===== config.mk =====
export PLATFORM = sky130hd
export DESIGN_NAME = rv_iopmp_tl_arbiter
export DESIGN_NICKNAME = d
export VERILOG_FILES = /design/src/rtl/rv_iopmp_pkg.sv /design/src/rtl/rv_iopmp_rr_picker.sv /design/src/rtl/rv_iopmp_tl_arbiter.sv
export SDC_FILE = /design/constraint.sdc
export NUM_CORES = 1
export LEC_CHECK = 0
export BUFFER_PORTS_ARGS = -buffer_cell sky130_fd_sc_hd__clkbuf_2
export CORE_MARGIN = 4
export CORE_UTILIZATION = 30
export DETAILED_ROUTE_END_ITERATION = 10
export PLACE_DENSITY_LB_ADDON = 0.2
export SLEW_MARGIN = 20
export SYNTH_ARGS = -nofsm -noshare
export SYNTH_HDL_FRONTEND = slang
export SYNTH_HIERARCHICAL = 1
export SYNTH_SLANG_ARGS = --single-unit

===== constraint.sdc =====
create_clock -name clk_i -period 2.4 [get_ports clk_i]
set_clock_uncertainty 0.15 [all_clocks]
set_input_delay 0.12 -clock clk_i [delete_from_list [all_inputs] [get_ports clk_i]]
set_output_delay 0.12 -clock clk_i [all_outputs]
set_load 0.05 [all_outputs]

===== src/rtl/rv_iopmp_pkg.sv =====
// Shared IOPMP types: checker access type and the transaction-logic arbiter states.
package rv_iopmp_pkg;

    typedef enum logic [1:0] {
        ACCESS_NONE  = 2'b00,
        ACCESS_READ  = 2'b01,
        ACCESS_WRITE = 2'b10,
        ACCESS_EXEC  = 2'b11
    } access_t;

    typedef enum logic [1:0] {
        ARB_IDLE  = 2'b00,
        ARB_CHECK = 2'b01,
        ARB_RESP  = 2'b10
    } arb_state_e;

endpackage


===== src/rtl/rv_iopmp_rr_picker.sv =====
// Round-robin picker: first valid index at or after ptr (wrapping), as onehot and binary.
module rv_iopmp_rr_picker #(
    parameter int unsigned NUM_REQ = 2
) (
    input  logic [NUM_REQ-1:0]         valid,
    input  logic [$clog2(NUM_REQ)-1:0] ptr,
    output logic [NUM_REQ-1:0]         onehot,
    output logic [$clog2(NUM_REQ)-1:0] idx,
    output logic                       any
);

    localparam int unsigned PW = $clog2(NUM_REQ);

    int unsigned      cand;
    logic [PW-1:0]    cand_idx;

    always_comb begin
        onehot   = '0;
        idx      = '0;
        any      = 1'b0;
        cand     = 0;
        cand_idx = '0;
        for (int unsigned i = 0; i < NUM_REQ; i++) begin
            cand     = (32'(ptr) + i) % NUM_REQ;
            cand_idx = PW'(cand);
            if (!any && valid[cand_idx]) begin
                any              = 1'b1;
                onehot[cand_idx] = 1'b1;
                idx              = cand_idx;
            end
        end
    end

endmodule


===== src/rtl/rv_iopmp_tl_arbiter.sv =====
// Round-robin arbiter sharing one transaction-logic checker between NUM_REQ requesters.
module rv_iopmp_tl_arbiter
    import rv_iopmp_pkg::*;
#(
    parameter int unsigned NUM_REQ    = 2,
    parameter int unsigned ADDR_WIDTH = 64,
    parameter int unsigned DATA_WIDTH = 64,
    parameter int unsigned SID_WIDTH  = 1,
    parameter int unsigned CHECK_LAT  = 1,
    localparam int unsigned NB        = $clog2(DATA_WIDTH/8) + 1
) (
    input  logic                                 clk_i,
    input  logic                                 rst_i,
    input  logic [NUM_REQ-1:0]                   req_valid_i,
    output logic [NUM_REQ-1:0]                   req_ready_o,
    input  logic [NUM_REQ-1:0][ADDR_WIDTH-1:0]   req_addr_i,
    input  logic [NUM_REQ-1:0][NB-1:0]           req_num_bytes_i,
    input  logic [NUM_REQ-1:0][SID_WIDTH-1:0]    req_sid_i,
    input  access_t [NUM_REQ-1:0]                req_access_i,
    output logic [NUM_REQ-1:0]                   rsp_valid_o,
    input  logic [NUM_REQ-1:0]                   rsp_ready_i,
    output logic                                 rsp_allow_o,
    output logic                                 tl_en_o,
    output logic [ADDR_WIDTH-1:0]                tl_addr_o,
    output logic [NB-1:0]                        tl_num_bytes_o,
    output logic [SID_WIDTH-1:0]                 tl_sid_o,
    output access_t                              tl_access_o,
    input  logic                                 tl_allow_i
);

    localparam int unsigned PW = $clog2(NUM_REQ);
    localparam int unsigned CW = $clog2(CHECK_LAT + 1);

    arb_state_e             state;
    logic [PW-1:0]          rr_ptr;
    logic [PW-1:0]          grant_idx;
    logic [CW-1:0]          cnt;
    logic                   allow_q;
    logic [ADDR_WIDTH-1:0]  addr_q;
    logic [NB-1:0]          nb_q;
    logic [SID_WIDTH-1:0]   sid_q;
    access_t                access_q;

    logic [NUM_REQ-1:0]     pick_onehot;
    logic [PW-1:0]          pick_idx;
    logic                   pick_any;

    rv_iopmp_rr_picker #(
        .NUM_REQ (NUM_REQ)
    ) u_picker (
        .valid  (req_valid_i),
        .ptr    (rr_ptr),
        .onehot (pick_onehot),
        .idx    (pick_idx),
        .any    (pick_any)
    );

    always_ff @(posedge clk_i or posedge rst_i) begin
        if (rst_i) begin
            state     <= ARB_IDLE;
            rr_ptr    <= '0;
            grant_idx <= '0;
            cnt       <= '0;
            allow_q   <= 1'b0;
            addr_q    <= '0;
            nb_q      <= '0;
            sid_q     <= '0;
            access_q  <= ACCESS_NONE;
        end else begin
            case (state)
                ARB_IDLE: begin
                    if (pick_any) begin
                        state     <= ARB_CHECK;
                        grant_idx <= pick_idx;
                        cnt       <= CW'(CHECK_LAT - 1);
                        addr_q    <= req_addr_i[pick_idx];
                        nb_q      <= req_num_bytes_i[pick_idx];
                        sid_q     <= req_sid_i[pick_idx];
                        access_q  <= req_access_i[pick_idx];
                    end
                end
                ARB_CHECK: begin
                    // Verdict is only trusted on the last cycle of the checker latency window.
                    if (cnt == '0) begin
                        allow_q <= tl_allow_i;
                        state   <= ARB_RESP;
                    end else begin
                        cnt <= cnt - CW'(1);
                    end
                end
                ARB_RESP: begin
                    if (rsp_ready_i[grant_idx]) begin
                        state  <= ARB_IDLE;
                        rr_ptr <= (grant_idx == PW'(NUM_REQ - 1)) ? '0 : grant_idx + PW'(1);
                    end
                end
                default: state <= ARB_IDLE;
            endcase
        end
    end

    always_comb begin
        req_ready_o = '0;
        rsp_valid_o = '0;
        rsp_allow_o = 1'b0;
        tl_en_o     = 1'b0;
        case (state)
            ARB_IDLE:  req_ready_o = pick_onehot;
            ARB_CHECK: tl_en_o = 1'b1;
            ARB_RESP: begin
                rsp_valid_o[grant_idx] = 1'b1;
                rsp_allow_o            = allow_q;
            end
            default: ;
        endcase
    end

    assign tl_addr_o      = addr_q;
    assign tl_num_bytes_o = nb_q;
    assign tl_sid_o       = sid_q;
    assign tl_access_o    = access_q;

endmodule


==> results by group, run 1 <==
Placed design
  – RePlAce Congestion: 0.682
  – DP Wirelength: 7910 um
  – Port Buffers: 225

Yosys
  – Average size of a mapped cell: 17.4 um2
  – Post-Syn Nets: 405
  – Yosys top cell area share: 46.8%
  – Yosys warning count: 6
  – Sequential area share after synthesis: 42.6%
  – Synth Area in Adders: 0%
  – Seq cells post-synth: 76
  – Area contributors post-synth: mux2_4, dfrtp_1, buf_12
  – Multiplexer share of the synthesized area: 48.3%
  – Complex-gate fraction of the synthesized area: 1.04%
  – Largest family of logic cells by synthesized area: multiplexers
  – Area share of and/or/nand/nor cells after synthesis: 1.85%
  – Netlist cell types: 20
  – Area of the mapped netlist: 4460 um2
  – Leading area contributor after synthesis: mux2_4
  – Xor and xnor fraction of the mapped netlist area: 0%
  – Mapped Cells: 256

CTS
  – Cts hold-fix bufs: 135
  – Clk root buf: clkbuf_16
  – CTS Buf Count: 9
  – PostCTS Resize Cnt: 0
  – Htree depth: 3
  – Clock sinks: 76
  – CTS max path bufs: 2
  – Post-CTS setup buffer count: 0

Status
  – Status: did not finish
  – Err: [ERROR RSZ-0060] Max buffer count reached.
  – Halt Stage: clock tree synthesis

Floorplanning
  – I/O pins: 226
  – Height of the die: 130 um
  – Num rows: 44
  – DIE WIDTH: 130 um
  – Initial Util: 30.7%
==> cell families after synthesis <==
logic type,count (synthesis)
flip-flops,76
AND/OR/NAND/NOR,11
multiplexers,145
buffers and inverters,18
AO/OA/AOI/OAI,6
==> synthesized netlist by cell type, drive strengths merged <==
cell and n:
and4bb 1, mux2i 1, and2b 1, nor2 1, inv 2, a21boi 4, a21o 1, dfrtp 76
or2 1, and2 2, nor3b 3, buf 16, mux2 144, nor2b 1, nand2b 1, a211o 1
==> metrics by stage <==
step           utilization (%)  std cells  instance area, um2  worst slack, ns  hold WS [ns]
2_1_floorplan                -        256                4460            0.192         0.122
3_3_place_gp              39.0        654                5670            0.537         0.112
3_5_place_dp              39.0        654                5670            0.490         0.117
==> run 2, diff against run 1 <==
--- a/config.mk
+++ b/config.mk
@@ -7,9 +7,9 @@
 export LEC_CHECK = 0
 export BUFFER_PORTS_ARGS = -buffer_cell sky130_fd_sc_hd__clkbuf_2
 export CORE_MARGIN = 4
-export CORE_UTILIZATION = 30
+export CORE_UTILIZATION = 20
 export DETAILED_ROUTE_END_ITERATION = 10
-export PLACE_DENSITY_LB_ADDON = 0.2
+export PLACE_DENSITY_LB_ADDON = 0.15
 export SLEW_MARGIN = 20
 export SYNTH_ARGS = -nofsm -noshare
 export SYNTH_HDL_FRONTEND = slang
==> results by group, run 2 <==
Layout
  – Diode count: 0
  – Share of cells above drive strength 1: 62.2%
  – Storage cell area: 1900 um2
  – Largest register FFs: 64
  – Fillers: 2134
  – Area delta synth->final: 70.6%
  – Commonest cells after routing, fill and taps aside: clkbuf_2, dlygate4sd3_1, mux2_4
  – Nets: 779
  – Multi-input logic area: 2300 um2
  – Most common cell after layout, fill and taps aside: clkbuf_2

Worst setup path
  – Cells along the critical path: inv_1 -> a21boi_4 -> buf_6 -> mux2_2 -> dlygate4sd3_1 -> mux2_2
  – CP Data Required Time: 2.47 ns
  – Critical path's slowest cell: dlygate4sd3_1
  – CP max stage delay: 0.55 ns
  – Kind of start point of the critical path: flip-flop
  – Critical path class: flip-flop to flip-flop
  – Crit. End Element: flip-flop
  – Crit path DAT: 2.37 ns
  – CP max FO: 6
  – Most frequent CP cell: mux2_2

Timing
  – Max-slew violations: 0
  – Final setup TNS: 0 ns
  – Unrepaired setup endpoints after global routing: false
  – Final WS setup: 0.103 ns
  – Fmax: 435 MHz
  – Setup violators final: 0
  – Fin crit period: 2.30 ns
  – Final period utilization: 95.7%
  – Final hold slack: 0.0379 ns
  – Final hold vios: 0
  – Least-Margin Pin Slew: 0.643 ns
  – Max transition margin: 57.1%

CTS
  – CTS Buf Count: 9
  – CTS tree: yes
  – Clock sinks: 76
  – Clk slew on worst S/H paths: 0.06 ns
  – Clk root buf: clkbuf_16
  – Htree depth: 3
  – Insertion delay to the later sink of the worst-skew pair: 0.34 ns
  – CTS max path bufs: 2

Run
  – Max Cap Viol: 0

Pwr
  – Leakage: 3.86 nW
  – PD cells: 1260 nW/um2
  – VDD IR max: 0.000515 V

Yosys
  – Sequential area share after synthesis: 42.6%
  – Yosys warning count: 6
  – Mapped Cells: 256
  – Yosys top cell area share: 46.8%
  – Seq cells post-synth: 76
  – Area contributors post-synth: mux2_4, dfrtp_1, buf_12
  – Count leader, synth: mux2_4
  – Number of flops mapped to enable cells by yosys: 0
  – Post-Syn Nets: 405
  – Top post-synthesis cells by count: mux2_4, dfrtp_1, buf_12, buf_8, mux2_2
  – Ys async rst share: 100%
  – Average size of a mapped cell: 17.4 um2
  – Main synth FF type: dfrtp_1
  – Leading area contributor after synthesis: mux2_4
  – Area of the mapped netlist: 4460 um2
  – Netlist cell types: 20

Global routing
  – Aggregate global routing overflow: 0
  – Number of global-route vias before repair: 3896
  – First-pass GRT wire length: 19800 um
  – Gr usage total: 10.3%
  – Initial antenna violation count: 0
  – Largest net degree at the start of global routing: 45

Placed design
  – DP Wirelength: 8560 um
  – Port Buffers: 225
  – Pre-CTS worst setup slack: 0.485 ns
  – RePlAce Congestion: 0.703

Floorplanning
  – Initial Util: 20.4%
  – Height of the die: 157 um
  – I/O pins: 226
  – Die area: 24700 um2
  – DIE WIDTH: 157 um
  – Num rows: 54
  – Core ar.: 21900 um2

Detailed routing
  – Final wirelength: 13000 um
  – First-pass DRT Iterations: 4
  – DRT iter0 DRCs: 112
  – Avg Vias per Cell: 3.83
  – Vias: 3501
  – Number of remaining DRC errors: 0
  – DR WL/cell: 14.3 um
  – ANT nets after route: 0

Worst hold path
  – Worst min path class: primary input to flip-flop

Status
  – Status: finished clean
-- run 2: worst max-delay path: cells and delay by family, from the launching register on --
kind                   cells  cell delay [ns]
flip-flops                 1             0.38
buffers and inverters      3             0.82
AO/OA/AOI/OAI              1             0.22
multiplexers               2             0.59
-- run 2: path summary, 6_finish.rpt --
check	slack [ns]	startpoint	depth (start not counted)	to
worst max-delay path	0.10	rr_ptr$_DFFE_PP0P_	6	tl_addr_o[42]$_DFFE_PP0P_
worst min-delay path	0.04	rsp_ready_i[1]	3	rr_ptr$_DFFE_PP0P_
worst max register to register	0.10	rr_ptr$_DFFE_PP0P_	6	tl_addr_o[42]$_DFFE_PP0P_
worst min register to register	0.36	tl_addr_o[63]$_DFFE_PP0P_	1	tl_addr_o[63]$_DFFE_PP0P_
max in group asynchronous	1.19	rst_i	4	tl_addr_o[27]$_DFFE_PP0P_
min in group asynchronous	0.23	rst_i	3	tl_addr_o[52]$_DFFE_PP0P_
-- run 2: timing repair --
action                     in CTS  in global routing
setup endpoints to repair       0                  5
hold endpoints to repair      105                  0
buffers inserted                0                  1
hold buffers                  146                  0
gates resized for setup         0                  1
-- run 2: cell type report --
class / instances / share of cell area (%)
clock buffer: 12 / 3.24
clock inverter: 4 / 0.954
inverter: 2 / 0.115
multi-input combinational: 162 / 30.2
sequential: 76 / 25.0
tap: 280 / 4.61
timing repair buffer: 379 / 35.8
-- run 2: per-layer routing --
layer  track usage [%]  vias up  share of wire (%)
li1                  -     1667                  -
met1              11.6     1679                 42
met2              18.3      136                 50
met3              2.78       19                6.0
met4              4.01        0                2.2
met5                 0        -                  0
-- run 2: report_power, final --
part | internal (mW) | total (mW) | leakage [nW] | switching, mW
clock | 0.939 | 1.49 | 0.153 | 0.553
sequential | 1.95 | 2.36 | 0.886 | 0.414
combinational | 2.23 | 5.71 | 2.82 | 3.48
-- run 2: kinds of logic (layout without fill, tap and decap cells) --
kind of cell	after synthesis	in the layout	share of synthesized area [%]
compound gates	6	6	1.04
buf+inv	18	397	6.17
flops	76	76	42.6
mux	145	145	48.3
simple gates	11	11	1.85
-- run 2: through the flow --
stage | total power, mW | area [um2] | std cells | utilization [%]
2_1_floorplan | 6.89 | 4460 | 256 | -
3_3_place_gp | 7.92 | 5810 | 752 | 26.6
3_5_place_dp | 7.93 | 5810 | 752 | 26.6
4_1_cts | 9.72 | 7590 | 914 | 34.7
5_1_grt | 10.0 | 7610 | 915 | 34.7
6_report | 9.57 | 7610 | 915 | 34.7
No activity file was read; power rests on OpenSTA's default activity.
==> run 3, diff against run 2 <==
--- a/config.mk
+++ b/config.mk
@@ -9,7 +9,10 @@
 export CORE_MARGIN = 4
 export CORE_UTILIZATION = 20
 export DETAILED_ROUTE_END_ITERATION = 10
+export GPL_ROUTABILITY_DRIVEN = 0
+export GPL_TIMING_DRIVEN = 0
 export PLACE_DENSITY_LB_ADDON = 0.15
+export REMOVE_ABC_BUFFERS = 1
 export SLEW_MARGIN = 20
 export SYNTH_ARGS = -nofsm -noshare
 export SYNTH_HDL_FRONTEND = slang
==> results by group, run 3 (same netlist as run 2, synthesis figures left out) <==
Status
  – Status: finished clean

Pwr
  – Tot Pwr: 9.82 mW
  – VDD IR max: 0.000561 V
  – Leakage: 3.95 nW
  – PD cells: 1260 nW/um2

Detailed routing
  – Highest metal used: met4
  – Metal3 WL: 827 um
  – Metal2 WL: 5940 um
  – Avg Vias per Cell: 3.72
  – Final wirelength: 12200 um
  – DRT iter0 DRCs: 81
  – First-pass DRT Iterations: 3
  – Vias: 3430
  – Number of remaining DRC errors: 0
  – DRT met1 WL: 5120 um
  – DR WL/cell: 13.2 um
  – ANT nets after route: 0

Layout
  – Area delta synth->final: 74.5%
  – Share of cells above drive strength 1: 62.8%
  – Most common cell after layout, fill and taps aside: clkbuf_2
  – Commonest cells after routing, fill and taps aside: clkbuf_2, dlygate4sd3_1, mux2_4
  – Fillers: 2134
  – Nets: 787
  – Diode count: 0
  – Final core occ: 35.5%
  – Largest register FFs: 64
  – Non-filler cells, final: 923

Worst setup path
  – Critical path class: flip-flop to flip-flop
  – CP max stage delay: 0.45 ns
  – Worst r2r src: state[0]$_DFFE_PP0P_
  – Crit path launch: state[0]$_DFFE_PP0P_
  – CP Data Required Time: 2.46 ns
  – Cells along the critical path: nor3b_4 -> buf_8 -> buf_6 -> buf_6 -> mux2_4
  – Crit. End Element: flip-flop
  – CP max FO: 11
  – Critical path's slowest cell: dfrtp_1
  – Most frequent CP cell: buf_6
  – Kind of start point of the critical path: flip-flop
  – Crit path DAT: 2.11 ns

CTS
  – Clk root buf: clkbuf_16
  – Clk slew on worst S/H paths: 0.06 ns
  – Clock sinks: 76
  – CTS max path bufs: 2
  – PostCTS Resize Cnt: 0
  – Insertion delay to the later sink of the worst-skew pair: 0.33 ns
  – CTS Buf Count: 9
  – CTS tree: yes
  – Htree depth: 3

Global routing
  – First-pass GRT wire length: 19200 um
  – Gr usage total: 9.76%
  – Initial antenna violation count: 0
  – Number of global-route vias before repair: 3789
  – Largest net degree at the start of global routing: 43
  – Aggregate global routing overflow: 0

Floorplanning
  – I/O pins: 226
  – Die area: 24700 um2
  – Num rows: 54
  – Core ar.: 21900 um2
  – Height of the die: 157 um
  – DIE WIDTH: 157 um
  – Initial Util: 20.4%

Timing
  – Max-slew violations: 0
  – Fin crit period: 2.05 ns
  – Unrepaired setup endpoints after global routing: false
  – Final hold slack: 0.0262 ns
  – Least-Margin Pin Slew: 0.493 ns
  – Final period utilization: 85.2%
  – Fmax: 489 MHz
  – Max transition margin: 67.1%
  – Setup violators final: 0
  – Final hold vios: 0

Worst hold path
  – HP Start: req_addr_i[100]
  – Worst min path class: primary input to flip-flop

Run
  – Max Cap Viol: 0

Placed design
  – Cells after DPL: 758
  – DP Wirelength: 8540 um
  – Port Buffers: 225
-- run 3: final cells by class --
type | count | area (um2) | share of cell area (%)
Clock buffer | 12 | 246 | 3.17
Clock inverter | 4 | 120 | 1.54
Inverter | 2 | 10.0 | 0.129
Multi-Input combinational cell | 162 | 2300 | 29.6
Sequential cell | 76 | 1900 | 24.4
Tap cell | 280 | 350 | 4.50
Timing Repair Buffer | 387 | 2850 | 36.7
-- run 3: layer usage --
layer  vias up  GRT usage (%)
met3        17           2.97
met1      1600           11.3
met5         -              0
met4         0           3.61
li1       1681              -
met2       132           16.9
-- run 3: timing repair --
action	CTS	global route
buffers inserted	0	4
hold endpoints to repair	107	0
endpoints found under the setup margin	0	34
hold buffers	145	0
-- run 3: report_power, final --
group / internal, mW / switching (mW) / total, mW / leakage (nW)
Combinational: 2.30 / 3.48 / 5.78 / 2.88
Clock: 1.15 / 0.532 / 1.68 / 0.177
Sequential: 1.95 / 0.405 / 2.35 / 0.886
-- run 3: critical path: cells and delay by family (launching register included) --
kind	cells	cell delay [ns]
simple gates	1	0.42
buf+inv	3	0.59
flops	1	0.45
mux	1	0.30
-- run 3: worst paths after layout --
kind	to	slack, ns	cells past startpoint
max	tl_addr_o[2]$_DFFE_PP0P_	0.35	5
min	tl_addr_o[36]$_DFFE_PP0P_	0.03	3
max reg2reg	tl_addr_o[2]$_DFFE_PP0P_	0.35	5
min reg2reg	tl_addr_o[43]$_DFFE_PP0P_	0.36	1
max in group asynchronous	state[1]$_DFFE_PP0P_	1.31	4
min in group asynchronous	tl_addr_o[35]$_DFFE_PP0P_	0.20	3
-- run 3: stage by stage --
step                      setup slack, ns  TNS (ns)  cell area (um2)
after detailed placement           0.0383         0             5920
after global routing                0.235         0             7780
final                               0.354         0             7780
after CTS                          0.0339         0             7740
after global placement             -10.04   -795.80             5670
after floorplan                     -7.58   -539.47             4190
